===== src/rtl/param_seq_timer.sv =====
// ---------------------------------------------------------------------------
// param_seq_timer
//
// Serial start-pattern detector followed by a programmable delay timer.
// Operation:
//   SEARCH : the serial stream is shifted into a PAT_LEN-bit history
//            register. When the history equals PATTERN the FSM moves on.
//            Overlapping matches are detected.
//   SHIFT  : the next DELAY_W bits of the stream are shifted in, MSB first,
//            to form the delay value.
//   COUNT  : counting is high for (delay+1)*TICKS_PER_UNIT cycles. The
//            period is timed by a tick counter nested inside a unit
//            down-counter, so no multiplier is needed.
//   DONE   : done is high until ack is sampled high.
//
// Parameters:
//   PAT_LEN        start-pattern length in bits (2..16)
//   PATTERN        start pattern, MSB received first
//   DELAY_W        delay field width in bits (1..8)
//   TICKS_PER_UNIT clock cycles per delay unit (2..65535)
//
// Ports:
//   clk        clock; all logic runs on the rising edge
//   reset      synchronous, active-high reset
//   data       serial input stream, sampled on every edge
//   ack        acknowledge of done; it only has an effect in DONE
//   abort      (only with PARAM_SEQ_TIMER_ABORT_EN) abandons SHIFT/COUNT
//   counting   high while the timer runs
//   done       high after timeout until acknowledged
//   remaining  whole units left in the current count; 0 outside COUNT
//
// Build option:
//   PARAM_SEQ_TIMER_ABORT_EN  adds the abort input. Without this macro the
//                             port is absent and abort behaves as if tied 0.
// ---------------------------------------------------------------------------
module param_seq_timer #(
  parameter int                 PAT_LEN        = 4,
  parameter logic [PAT_LEN-1:0] PATTERN        = 4'b1101,
  parameter int                 DELAY_W        = 4,
  parameter int                 TICKS_PER_UNIT = 1000
) (
  input  logic               clk,
  input  logic               reset,
  input  logic               data,
  input  logic               ack,
`ifdef PARAM_SEQ_TIMER_ABORT_EN
  input  logic               abort,
`endif
  output logic               counting,
  output logic               done,
  output logic [DELAY_W-1:0] remaining
);

  // Counter widths. TICKS_PER_UNIT is at least 2, so TICK_W is at least 1.
  // BIT_W must hold DELAY_W-1, and it is kept at a minimum of 1 bit.
  localparam int TICK_W = $clog2(TICKS_PER_UNIT);
  localparam int BIT_W  = $clog2(DELAY_W + 1);

  localparam logic [TICK_W-1:0] TICK_LAST = TICK_W'(TICKS_PER_UNIT - 1);
  localparam logic [BIT_W-1:0]  BIT_LAST  = BIT_W'(DELAY_W - 1);

  typedef enum logic [1:0] {
    SEARCH = 2'd0,
    SHIFT  = 2'd1,
    COUNT  = 2'd2,
    DONE   = 2'd3
  } state_t;

  state_t               state;
  state_t               state_nxt;

  logic [PAT_LEN-1:0]   hist;
  logic [PAT_LEN-1:0]   hist_shift;
  logic [DELAY_W-1:0]   delay;
  logic [DELAY_W-1:0]   delay_shift;
  logic [DELAY_W:0]     delay_cat;
  logic [BIT_W-1:0]     bit_cnt;
  logic [TICK_W-1:0]    tick_cnt;
  logic [DELAY_W-1:0]   unit_cnt;

  logic                 pat_hit;
  logic                 last_bit;
  logic                 tick_wrap;
  logic                 unit_last;
  logic                 abort_req;

`ifdef PARAM_SEQ_TIMER_ABORT_EN
  assign abort_req = abort;
`else
  assign abort_req = 1'b0;
`endif

  // -------------------------------------------------------------------------
  // Shift-in helpers and counter terminal conditions
  // -------------------------------------------------------------------------
  // The match is tested on the history after the current bit is included.
  // As a result, detection happens on the same edge that samples the last
  // pattern bit.
  assign hist_shift  = {hist[PAT_LEN-2:0], data};
  assign pat_hit     = (hist_shift == PATTERN);

  // Concatenating and then truncating avoids a zero-width slice when
  // DELAY_W == 1.
  assign delay_cat   = {delay, data};
  assign delay_shift = delay_cat[DELAY_W-1:0];

  assign last_bit    = (bit_cnt == BIT_LAST);
  assign tick_wrap   = (tick_cnt == TICK_LAST);
  assign unit_last   = (unit_cnt == '0);

  // -------------------------------------------------------------------------
  // FSM state register
  // -------------------------------------------------------------------------
  always_ff @(posedge clk) begin
    if (reset) state <= SEARCH;
    else       state <= state_nxt;
  end

  // -------------------------------------------------------------------------
  // FSM next-state logic
  // -------------------------------------------------------------------------
  always_comb begin
    state_nxt = state;
    case (state)
      SEARCH: begin
        if (pat_hit) state_nxt = SHIFT;
      end
      SHIFT: begin
        if (abort_req)     state_nxt = SEARCH;
        else if (last_bit) state_nxt = COUNT;
      end
      COUNT: begin
        // The final unit is the one where unit_cnt has reached 0. The count
        // ends when the tick counter wraps within that unit.
        if (abort_req)                   state_nxt = SEARCH;
        else if (tick_wrap && unit_last) state_nxt = DONE;
      end
      DONE: begin
        if (ack) state_nxt = SEARCH;
      end
      default: state_nxt = SEARCH;
    endcase
  end

  // -------------------------------------------------------------------------
  // History register
  // -------------------------------------------------------------------------
  // The history only accumulates while the FSM stays in SEARCH. In every
  // other case it is held at zero. Each new search therefore starts clean,
  // and stale pattern bits cannot combine with fresh ones.
  always_ff @(posedge clk) begin
    if (reset) begin
      hist <= '0;
    end else if (state == SEARCH && state_nxt == SEARCH) begin
      hist <= hist_shift;
    end else begin
      hist <= '0;
    end
  end

  // -------------------------------------------------------------------------
  // Delay capture and the tick/unit counters
  // -------------------------------------------------------------------------
  always_ff @(posedge clk) begin
    if (reset) begin
      delay    <= '0;
      bit_cnt  <= '0;
      tick_cnt <= '0;
      unit_cnt <= '0;
    end else if (state_nxt == SEARCH) begin
      // This covers idle search, ack in DONE and abort. Everything restarts
      // from zero.
      delay    <= '0;
      bit_cnt  <= '0;
      tick_cnt <= '0;
      unit_cnt <= '0;
    end else begin
      case (state)
        SHIFT: begin
          delay   <= delay_shift;
          bit_cnt <= bit_cnt + BIT_W'(1);
          if (last_bit) begin
            // Load the unit counter with the completed delay value, so COUNT
            // starts with remaining == delay.
            unit_cnt <= delay_shift;
            tick_cnt <= '0;
          end
        end
        COUNT: begin
          if (tick_wrap) begin
            tick_cnt <= '0;
            if (!unit_last) unit_cnt <= unit_cnt - DELAY_W'(1);
          end else begin
            tick_cnt <= tick_cnt + TICK_W'(1);
          end
        end
        DONE: begin
          bit_cnt  <= '0;
          tick_cnt <= '0;
          unit_cnt <= '0;
        end
        default: begin
          // SEARCH moving to SHIFT: the shift begins with a clean bit count.
          bit_cnt  <= '0;
          tick_cnt <= '0;
          unit_cnt <= '0;
        end
      endcase
    end
  end

  // -------------------------------------------------------------------------
  // Outputs
  // -------------------------------------------------------------------------
  // The outputs are decoded from registered state only. No input reaches an
  // output combinationally.
  assign counting  = (state == COUNT);
  assign done      = (state == DONE);
  assign remaining = (state == COUNT) ? unit_cnt : '0;

endmodule


===== config.mk =====
export PLATFORM = sky130hd
export DESIGN_NAME = param_seq_timer
export DESIGN_NICKNAME = d
export VERILOG_FILES = /design/src/rtl/param_seq_timer.sv
export SDC_FILE = /design/constraint.sdc
export NUM_CORES = 1
export LEC_CHECK = 0
export ABC_CLOCK_PERIOD_IN_PS = 2200
export BUFFER_PORTS_ARGS = -buffer_cell sky130_fd_sc_hd__buf_4
export CAP_MARGIN = 25
export CELL_PAD_IN_SITES_DETAIL_PLACEMENT = 0
export CELL_PAD_IN_SITES_GLOBAL_PLACEMENT = 1
export CORE_ASPECT_RATIO = 1.5
export CORE_UTILIZATION = 47
export CTS_BUF_LIST = sky130_fd_sc_hd__clkbuf_2 sky130_fd_sc_hd__clkbuf_4 sky130_fd_sc_hd__clkbuf_8
export CTS_CLUSTER_DIAMETER = 60
export DETAILED_ROUTE_END_ITERATION = 8
export GPL_ROUTABILITY_DRIVEN = 1
export PLACE_DENSITY_LB_ADDON = 0.1
export SLEW_MARGIN = 20
export SYNTH_ARGS = -nofsm -noshare
export SYNTH_HDL_FRONTEND = slang
export SYNTH_SLANG_ARGS = --single-unit
export TNS_END_PERCENT = 50

===== constraint.sdc =====
create_clock -name clk -period 2.2 [get_ports clk]
set_input_delay 0.44 -clock clk [delete_from_list [all_inputs] [get_ports clk]]
set_output_delay 0.44 -clock clk [all_outputs]
set_load 0.005 [all_outputs]

Yosys cells after proc, flatten, opt, wreduce, memory -nomap -nowiden. Index checks and enable logic that the tools add are counted.

Reduce and logical (&&, ||, !) cells: 8. Add/sub/neg operators: 3. Equal/unequal tests: 9. Bitwise gates (word level): 1. Multiplexer cells: 14.

Operators by type and width (number): 2-to-1 mux 10 bit (2); one-hot mux 10 bit (2 select lines) (1); 2-to-1 mux 4 bit (4); adder 10 x 1 -> 10 bit, second input constant (1); == test 10 bit, second input constant (1); 2-to-1 mux 2 bit (4); one-hot mux 2 bit (4 select lines) (1); one-hot mux 4 bit (2 select lines) (1); one-hot mux 3 bit (2 select lines) (1); == test 2 bit, second input constant (2); == test 4 bit, second input constant (1); logical NOT 2 bit (2); logical NOT 4 bit (1); inequality test 2 bit, second input constant (2); OR reduction 2 bit (2); subtractor 4 x 1 -> 4 bit, second input constant (1); adder 3 x 1 -> 3 bit, second input constant (1); == test 3 x 2 -> 1 bit, second input constant (1); AND reduction 3 bit (1); == test 2 x 1 -> 1 bit, second input constant (1); logical AND 1 bit (2); inequality test 2 x 1 -> 1 bit, second input constant (1); inverter 1 bit (1).

Flip-flop bits (word level): 25. Input bits: 4. Logic and storage cells: 41. Output and inout bits: 6.

Longest topological paths before layout.
Depth in word-level cells: 8. Depth in mapped cells: 9. Mapped depth without buffers: 7.

Worst setup path before layout. No wires, ideal clock.

Path kind: reg2reg. Start: register bit_cnt[0]. End: register tick_cnt[3]. Path buffers: 2. Data required time: 2.127 ns. Period minus slack after synthesis: 1.847 ns. Cell stages (with the launch flop): 10. Data arrival time: 1.774 ns. Setup time: 0.073 ns. Path slack: 0.353 ns. Cells stage by stage: dfxtp_1 > ha_1 > ha_1 > nor2b_1 > buf_4 > o21ai_1 > a211o_1 > o21ba_1 > buf_6 > nor3_2.

Cells in the longest elaborated chain, start to end: 5. Elaborated cells on any way between the ends: 6. Classes of those cells: 2 x eq/ne; 2 x mux; 2 x reduce/logical.

Ends and longest elaborated chain: from (decl) (line 77) `logic [BIT_W-1:0] bit_cnt;`; from (signal assigned) (line 181) `bit_cnt <= bit_cnt + BIT_W'(1);`; == test 3 x 2 -> 1 bit (*) (line 107) `assign last_bit = (bit_cnt == BIT_LAST);`; 2-to-1 mux 2 bit (line 130) `else if (last_bit) state_nxt = COUNT;`; one-hot mux 2 bit (4 select lines) (line 124) `case (state)`; logical NOT 2 bit (line 170) `end else if (state_nxt == SEARCH) begin`; OR reduction 2 bit (no source line); to (signal assigned) (line 194) `tick_cnt <= tick_cnt + TICK_W'(1);`; to (decl) (line 78) `logic [TICK_W-1:0] tick_cnt;`.

Mark *: on every way between the ends. The rest lies on a longest branch, timed or not. A chain may end at the register's enable or synchronous reset.

Worst setup path in the final report.
Start: register state[0]. End: output port remaining[2].

Cells in the longest elaborated chain, start to end: 2.

Ends and longest elaborated chain: from (decl) (line 69) `state_t state;`; from (signal assigned) (line 116) `else state <= state_nxt;`; == test 2 bit (line 219) `assign remaining = (state == COUNT) ? unit_cnt : '0;`; 2-to-1 mux 4 bit (line 219); to (decl) (line 51) `output logic [DELAY_W-1:0] remaining`.

Every way passes these cells.

==> results.cfg <==
[worst_setup_path]
path_cells = inv_1 > ha_1 > buf_4 > and2_1 > buf_4
critPathBufInv = 3
critPathCaptureType = output pin
r2r_cells = 8
reg2reg_from = state[0]
critPathMaxFanout = 8
path_delay_family = flip-flops
worstSetupPathType = reg -> out
crit_slowest_cell = dfxtp_1
slowest_delay_ns = 0.45
crit_arrival_ns = 1.63
worst_path_most_repeated_cell = buf_4
cp-start-kind = flip-flop
cp.required_ns = 1.76
startpoint = state[0]
path_depth = 5

[route]
vias_per_cell = 5.50
finalWirelength_um = 2950
first_pass_iters = 4
drc = 0
drt_iter0_markers = 37
antenna_left = 0
route.detailed.wl_per_inst_um = 14.0
vias = 1161

[yosys]
synthTopCellsByArea = dfxtp_1, ha_1, a21oi_1
syn_nets = 174
yosys.area.top_type = dfxtp_1
synth_top_area_frac = 0.363
ys_ff_latch = 25
synth-seq-area-share = 0.363
netlist_area_um2 = 1380
avgSynthCellArea_um2 = 8.56
yosys_warnings = 0
synthCells = 161
synth_cell_types = 41

[sta]
hold_viol = 0
rsz0062_at_grt = false
finalCriticalPeriod_ns = 2.07
worst_pin_slew_ns = 0.560
max_freq_ghz = 0.483
relSlewSlack = 0.626
setup_violations = 0
min_period_over_period = 0.942
fin_skew_ns = 0.00806
drv_slew = 0
tns_ns = 0

[floorplanning]
dieHeight_um = 68.3
start_util = 0.504
fp.dieW_um = 46.2
io_pins = 10
dieArea_um2 = 3160
rows = 23
core_area_um2 = 2730

[cts]
cts_buffers = 3
cts.clk_slew.worst_paths_ns = 0.09
clockBufferDepth = 2
cts_tree = done
insertion_delay_ns = 0.27
cts-hold-fix-buffers = 0
clk_root_buffer_cell = clkbuf_8
cts.sinks = 25
htreeDepth = 1
cts_resized = 0
cts_setup_buffers = 0

[cells_and_area]
final_util = 0.572
areaGrowthSynthToFinish_pct = 13.4
n_antenna_cell = 0
drive_gt1_frac = 0.149
nFillCells = 272
fin_nets = 188

[min_path]
min-delay-start = data
whs_path_depth = 2
min_path_type = in -> reg

[power]
sequentialPowerShare = 0.530
power_switching_w = 0.000238
combPwrFrac = 0.154
p_leak_nw = 0.521
sw_frac_of_total = 0.271
clkPwrFrac = 0.315
internal-power_w = 0.000641
p_per_area_nw_per_um2 = 562
max-vdd-ir-drop_mv = 0.466

[global_route]
grtUsageTotal = 0.212
overflow = 0
grt_max_degree = 21
grt_pass1_wl_um = 4910
antenna_found_initial = 0
first_global_vias = 1177

[run_status]
status = complete, no violations

[placement]
portBuffers = 9
dpl.hpwl_um = 2210
gp_congestion = 0.770

[flow_run]
cap_violations = 0
worst paths after layout:
check / end / slack, ns
worst max-delay path: remaining[2] / 0.13
worst min-delay path: hist[0] / 0.40
worst max register to register: tick_cnt[9] / 0.19
worst min register to register: hist[2] / 0.46
worst reg2reg max path: cells and delay by family (launching register included):
family | cells | cell delay (ns)
simple gates | 3 | 0.30
compound gates | 2 | 0.54
flops | 1 | 0.45
fa+ha+maj | 1 | 0.32
buf+inv | 2 | 0.27
registers in the layout, summed over array words and instances, names as in the netlist:
| name | cells |
|---|---|
| state | 2 |
| hist | 3 |
| bit_cnt | 3 |
| tick_cnt | 10 |
| delay | 3 |
| unit_cnt | 4 |
cell families after synthesis:
logic type	count (synthesis)	share of synthesized area
buffers and inverters	13	0.0445
adders and majority gates	9	0.0817
and+or+nand+nor	73	0.295
DFF	25	0.363
xor gates and xnor gates	6	0.0381
AOI/OAI and AO/OA	34	0.171
muxes	1	0.00726
power by group through the flow:
| stage | clock network, W | logic, W | registers (W) |
|---|---|---|---|
| final | 0.000277 | 0.000136 | 0.000467 |
| after global routing | 0.000312 | 0.000151 | 0.000468 |
| after CTS | 0.000288 | 0.000137 | 0.000466 |
| after detailed placement | 0 | 0.000136 | 0.000477 |
| after global placement | 0 | 0.000133 | 0.000476 |
| after floorplan | 0 | 0.0000959 | 0.000475 |
per-stage QoR:
stage	power [W]	instances	setup slack, ns	hold WS (ns)	area [um2]
floorplan	0.000571	161	0.353	0.422	1380
global placement	0.000609	207	0.259	0.432	1520
detailed placement	0.000613	207	0.250	0.440	1520
CTS	0.000891	211	0.138	0.397	1560
global route	0.000930	211	0.0404	0.407	1560
finish	0.000880	211	0.128	0.398	1560
cell usage in the layout, fill, tap and decap left out, drive strengths merged, types with 4 or more instances in the layout:
cell	netlist	routed
and2	6	6
dfxtp	25	25
nor3b	4	4
inv	7	7
nand4	4	4
nor2	18	18
nor2b	4	4
nor3	9	9
nand2	13	13
ha	9	9
o21ai	7	7
a21oi	14	14
buf	3	15
nand3	5	5
synthesized netlist by cell type:
cell type	count
nor3_1	4
and4_1	1
buf_4	1
a32o_1	1
ha_1	9
nand2_1	13
a41oi_1	2
nor3_2	5
nor4b_1	1
o221ai_1	1
and2_1	6
buf_6	1
dfxtp_1	25
nand3_1	5
o21ai_1	1
nor3b_1	4
a21oi_1	14
and4b_1	1
nand2b_1	3
o21ba_1	1
or3_1	1
inv_1	7
a211oi_1	1
buf_2	1
and3_1	1
o41ai_4	1
nand3b_1	1
o221a_2	1
xnor2_1	3
xor2_1	3
clkbuf_1	3
a22oi_1	1
mux2i_1	1
o31ai_1	2
nor2b_1	4
nor2_1	18
nand4bb_1	1
a211o_1	1
nand4_1	4
o21ai_0	6
a31oi_1	1
metal layers:
layer  up-vias  global-route usage  routed length (um)
li1        594                   -                   -
met3         6              0.0264                  57
met4         0               0.103                  49
met2        21               0.400                1610
met5         -                   0                   0
met1       540               0.217                1240
final cells by class:
type / instances / area (um2) / area share
Multi-Input combinational cell: 123 / 817 / 0.522
Sequential cell: 25 / 500 / 0.320
Timing Repair Buffer: 15 / 125 / 0.0800
Tap cell: 37 / 46.3 / 0.0296
Clock buffer: 3 / 41.3 / 0.0264
Inverter: 7 / 26.3 / 0.0168
Clock inverter: 1 / 7.51 / 0.00480
(Power assumes the default switching activity.)
